`config.mk`:
```
export PLATFORM = sky130hd
export DESIGN_NAME = fp_mac8_seq_ctrl
export DESIGN_NICKNAME = d
export VERILOG_FILES = /design/src/rtl/fp_mac8_seq_ctrl.sv
export SDC_FILE = /design/constraint.sdc
export NUM_CORES = 1
export LEC_CHECK = 0
export CAP_MARGIN = 20
export CELL_PAD_IN_SITES_DETAIL_PLACEMENT = 1
export CELL_PAD_IN_SITES_GLOBAL_PLACEMENT = 2
export CORE_MARGIN = 2
export CORE_UTILIZATION = 26
export CTS_CLUSTER_SIZE = 12
export DETAILED_ROUTE_END_ITERATION = 10
export PLACE_DENSITY_LB_ADDON = 0.3
export SETUP_SLACK_MARGIN = 0.1
export SLEW_MARGIN = 20
export SYNTH_ARGS = -nofsm -noshare
export SYNTH_HDL_FRONTEND = slang
export SYNTH_SLANG_ARGS = --single-unit
```
`constraint.sdc`:
```
create_clock -name clk -period 4.15 [get_ports clk]
set_clock_uncertainty 0.2 [all_clocks]
set_input_delay 0.83 -clock clk [delete_from_list [all_inputs] [get_ports clk]]
set_output_delay 0.83 -clock clk [all_outputs]
set_load 0.01 [all_outputs]
```
`src/rtl/fp_mac8_seq_ctrl.sv`:
```
// fp_mac8_seq_ctrl: steps an 8-way operand-select FP MAC through N terms, feeding each result back as c
module fp_mac8_seq_ctrl #(
    parameter int SIG_WIDTH       = 23,
    parameter int EXP_WIDTH       = 8,
    parameter int MAC_LAT         = 0,
    parameter int HALT_ON_INVALID = 1
) (
    input  logic                           clk,
    input  logic                           rst,
    input  logic                           start,
    input  logic [2:0]                     num_terms_m1,
    input  logic [SIG_WIDTH+EXP_WIDTH:0]   init_c,
    input  logic [2:0]                     rnd_in,
    input  logic                           abort,
    output logic [2:0]                     mac_select,
    output logic [SIG_WIDTH+EXP_WIDTH:0]   mac_c,
    output logic [2:0]                     mac_rnd,
    input  logic [SIG_WIDTH+EXP_WIDTH:0]   mac_z,
    input  logic [7:0]                     mac_status,
    output logic                           busy,
    output logic                           done,
    output logic                           halted,
    output logic [SIG_WIDTH+EXP_WIDTH:0]   result,
    output logic [7:0]                     status_acc
);
    localparam int W  = SIG_WIDTH + EXP_WIDTH + 1;
    localparam int CW = (MAC_LAT > 0) ? $clog2(MAC_LAT + 1) : 1;

    typedef enum logic [1:0] {IDLE, EXEC, DONE} state_t;

    state_t          state, state_nxt;
    logic [2:0]      idx, nm1, rnd;
    logic [CW-1:0]   wcnt;
    logic [W-1:0]    acc;
    logic            capture, inval, finish;

    assign mac_select = idx;
    assign mac_c      = acc;
    assign mac_rnd    = rnd;
    assign busy       = state != IDLE;
    assign done       = state == DONE;

    // capture decision and next state; abort suppresses the capture of its cycle
    always_comb begin
        capture   = (state == EXEC) && !abort && (wcnt == CW'(MAC_LAT));
        inval     = (HALT_ON_INVALID != 0) && mac_status[2];
        finish    = abort || (capture && (idx == nm1 || inval));
        state_nxt = (state == IDLE) ? (start ? EXEC : IDLE) :
                    (state == DONE) ? IDLE :
                    finish          ? DONE : EXEC;
    end

    // sequencing registers; result is loaded on entry to DONE so it is valid alongside done
    always_ff @(posedge clk or posedge rst) begin
        if (rst) begin
            state      <= IDLE;
            idx        <= '0;
            nm1        <= '0;
            rnd        <= '0;
            wcnt       <= '0;
            acc        <= '0;
            halted     <= 1'b0;
            result     <= '0;
            status_acc <= '0;
        end else begin
            state <= state_nxt;
            if (state == IDLE && start) begin
                nm1        <= num_terms_m1;
                rnd        <= rnd_in;
                acc        <= init_c;
                idx        <= '0;
                wcnt       <= '0;
                status_acc <= '0;
                halted     <= 1'b0;
            end
            if (state == EXEC) begin
                if (abort) begin
                    halted <= 1'b1;
                end else if (capture) begin
                    acc        <= mac_z;
                    status_acc <= {status_acc[7:1] | mac_status[7:1], mac_status[0]};
                    wcnt       <= '0;
                    if (inval)
                        halted <= 1'b1;
                    else if (idx != nm1)
                        idx <= idx + 3'd1;
                end else begin
                    wcnt <= wcnt + 1'b1;
                end
                if (finish)
                    result <= capture ? mac_z : acc;
            end
        end
    end
endmodule
```
# == Word-level counts from Yosys, hierarchy flattened ==
# Index checks and enable logic that the tools add are counted.
# Widths: inputs -> output; s select.
# totals
inputBits,82
regBits,85
elab_cells,55
# classes
reduce_logical,10
addsub,2
muxes,28
n_eq_ne,4
bitwise,2
# ops
operator,count
$mux 32,5
$mux 8,4
$mux 3,6
$mux 1,10
$or 7x7->7,1
$mux 2,3
$logic_and 1x1->1,4
$add 3x1->3 const B,1
$eq 3x3->1,1
$ne 3x3->1,1
$eq 2x1->1 const B,1
$eq 2x2->1 const B,1
$logic_not 2->1,1
$logic_or 1x1->1,2
$reduce_and 2->1,1
$reduce_bool 2->1,1
$add 1x1->1 const B,1
$logic_not 1->1,1
$not 1->1,1

# == Depth between registers and ports, before layout ==
# depth
word_depth,8
mapped_depth,7
depth_no_buf,4

# == Least setup slack after synthesis ==
# OpenSTA, ideal clock, no wires.
# synth_path
kind,input port to flip-flop
startpoint,input port start
endpoint,"register acc[10], in the netlist mac_c[10]"
arrival_time_ps,1880
t_required_ps,3884
path_buffers,2
setup_slack_ps,2004
path_stages,6
path_cell_list,or3b_1 clkbuf_1 a21boi_1 clkbuf_1 nand2_1 nand2_1
# synth_between
elab_chain_len,5
# synth_rtl
element,line,source
from (decl),10,"input logic start,"
$logic_and 1x1->1 *,67,if (state == IDLE && start) begin
$mux 32 *,67,
$mux 32,79,end else if (capture) begin
$mux 32,77,if (abort) begin
$mux 32 *,76,if (state == EXEC) begin
to (signal assigned),70,acc <= init_c;
to (signal assigned),80,acc <= mac_z;
to (decl),34,logic [W-1:0] acc;
# Every way passes the cells marked *; elsewhere a longest branch is shown, timed or not.
# A chain may end at the register's enable or synchronous reset.

# == Final worst setup path ==
# layout_path
startpoint,input port start
endpoint,"register acc[4], in the netlist mac_c[4]"
# Same word-level chain as after synthesis.

==> metrics.yaml <==
layout-drive-gt1-share: 0.125
yosys.area.top_type: "dfrtp_1"
core_um2: 15100
grt-ovfl-total: 0
drcViolationCount: 0
pwr-share-comb: 0.525
fmax_mhz: 341
critPathTopFamily: "buffers and inverters"
tightest_slew_ns: 1.02
synth_cells: 337
yosys.area_share.adder: 0.00313
swShare: 0.343
portBuffers: 162
power_frac_seq: 0.324
cts_root_buffer: "clkbuf_16"
viasPerCell: 4.57
clockBufferDepth: 2
n_fill_cell: 1651
cp_common_cell: "nand2_1"
hpwl_um: 8010
vias: 3118
synth_xor_xnor_area_share: 0.00876
dieArea_um2: 16400
setup.worst_path.end_class: "flip-flop"
cts_tree: "yes"
htree_levels: 3
peakVddDrop_mv: 0.244
power_mw: 4.70
synth-edff-count: 0
p_clk_frac: 0.150
crit_path_start_kind: "input pin"
synthMuxAreaShare: 0.216
detail_route.first_pass.iterations: 4
synthFlopType: "dfrtp_1"
cp_num_buf_inv: 2
crit_arrival_ns: 3.00
synth.distinct_cells: 31
grt_pass1_vias: 3446
setup_viol_count_final: 0
rsz0062_at_grt: "false"
syn_avg_cell_area_um2: 11.9
synth_top_area_frac: 0.532
worstHoldPathType: "reg2reg"
yosys.area_share.simple: 0.111
period_needed_ns: 2.93
seq_area_frac_synth: 0.532
rows: 45
slew_headroom: 0.318
ys_ff_latch: 85
drv_slew: 0
syn_to_final_growth_pct: 50.6
max-cap-violations: 0
crit_fanout: 17
io_pins: 163
post_cts_buffers: 0
grt_max_degree: 53
antenna_found_initial: 0
cts_resized: 0
grt_pass1_wl_um: 18400
mostFrequentLayoutCells: "clkdlybuf4s50_1, nand2_1, dfrtp_1, a22oi_1, mux2_4"
die_x_um: 128
p_sw_mw: 1.61
track_usage: 0.145
hold_violations: 0
fin_nets: 578
yosys_warnings: 0
clk_latency_ns: 0.34
synth_nets: 420
place_congestion: 0.731
status: "finished, final reports clean"
cts_inserted_buffers: 9
netlist_top_cells_area: "dfrtp_1, mux2_4, nand2_1"
power.density_nw_per_um2: 781
max_stage_delay_ns: 0.62
dieHeight_um: 128
crit_chain: "clkdlybuf4s50_1 > or3b_1 > a21boi_4 > buf_4 > nand2_1 > nand2_1"
slowest_stage: "a21boi_4"
clkTransAtPathRegs_ns: 0.06
syn_area_um2: 4000
drt-total-wl_um: 11400
setup_tns_ns: 0
numClockSinks: 85
leakage_nw: 2.67
avgRoutedWirePerCell_um: 16.8
start_util: 0.265
ant_nets: 0
required_ns: 4.22
async_flop_share: 1.00
p_int_mw: 3.09
critPathKind: "in2reg"
diodes: 0
synth_top_family_by_area: "multiplexers"
dr.first_iter.drc_count: 133
layout_commonest_cell: "clkdlybuf4s50_1"
synth_compound_area_frac: 0.0848
period_share: 0.706
hold_buffers: 0
-- worst register-to-register path: stages (launching register included) --
cell and delay [ns]:
dfrtp_1 0.48, or3b_4 0.46, o21ai_4 0.82, buf_4 0.42, mux2_2 0.37
-- power groups by stage --
stage / Sequential, mW / Combinational [mW] / Clock (mW)
final: 1.53 / 2.47 / 0.707
after global routing: 1.59 / 2.69 / 0.767
after CTS: 1.54 / 2.53 / 0.740
after detailed placement: 1.54 / 2.52 / 0
after global placement: 1.54 / 2.47 / 0
after floorplan: 1.66 / 1.25 / 0
-- stage by stage --
step	utilization	instances	hold WS, ns	instance area (µm²)	setup WS (ns)
2_1_floorplan	-	337	0.267	4000	0.927
3_3_place_gp	0.383	672	0.265	5780	0.808
3_5_place_dp	0.383	672	0.266	5780	0.757
4_1_cts	0.399	683	0.285	6020	1.11
5_1_grt	0.399	683	0.319	6020	0.989
6_report	0.399	683	0.278	6020	1.22
-- final cells by class --
cell class,instances,area [µm²],area share
well taps,188,235,0.0391
repair buffers,168,1680,0.279
inverters,4,16.3,0.00270
multi-input cells,227,1720,0.286
flip-flops and latches,85,2130,0.353
clock buffers,11,243,0.0403
-- cells in the mapped netlist, drive strengths merged, types with 2 or more instances --
cell type	n
nand2	90
a22o	3
or3b	2
xnor2	4
clkbuf	10
a22oi	32
mux2	64
inv	4
buf	11
dfrtp	85
a21oi	6
o21ai	5
nor2b	3
nor2	6
mux2i	3
-- routing by layer --
layer  global-route usage  routed length (µm)  vias up
met3               0.0371                 646       12
met4               0.0524                 172        0
met1                0.182                5040     1543
met5                    0                   0        -
met2                0.241                5580       91
li1                     -                   -     1472
-- flip-flops by register name (all words and copies together) (netlist names) --
signal,cells
halted,1
result,32
wcnt,1
mac_select,3
mac_rnd,3
nm1,3
state,2
mac_c,32
status_acc,8
-- final timing paths --
| check | to | depth (start not counted) | slack (ns) | start |
|---|---|---|---|---|
| worst max-delay path | mac_c[4] | 6 | 1.22 | start |
| worst min-delay path | mac_rnd[1] | 2 | 0.28 | mac_rnd[1] |
| worst max register to register | result[31] | 4 | 1.30 | state[1] |
| worst min register to register | mac_rnd[1] | 2 | 0.28 | mac_rnd[1] |
| max in group asynchronous | result[10] | 3 | 2.29 | rst |
| min in group asynchronous | mac_c[16] | 2 | 0.73 | rst |
-- cell families after synthesis --
| logic type | Yosys count |
|---|---|
| AO/OA/AOI/OAI | 48 |
| adder cells (fa/ha/maj) | 1 |
| buffers and inverters | 25 |
| flip-flops | 85 |
| multiplexers | 67 |
| XOR/XNOR | 4 |
| AND/OR/NAND/NOR | 107 |
Power figures use the tool's default switching activity.
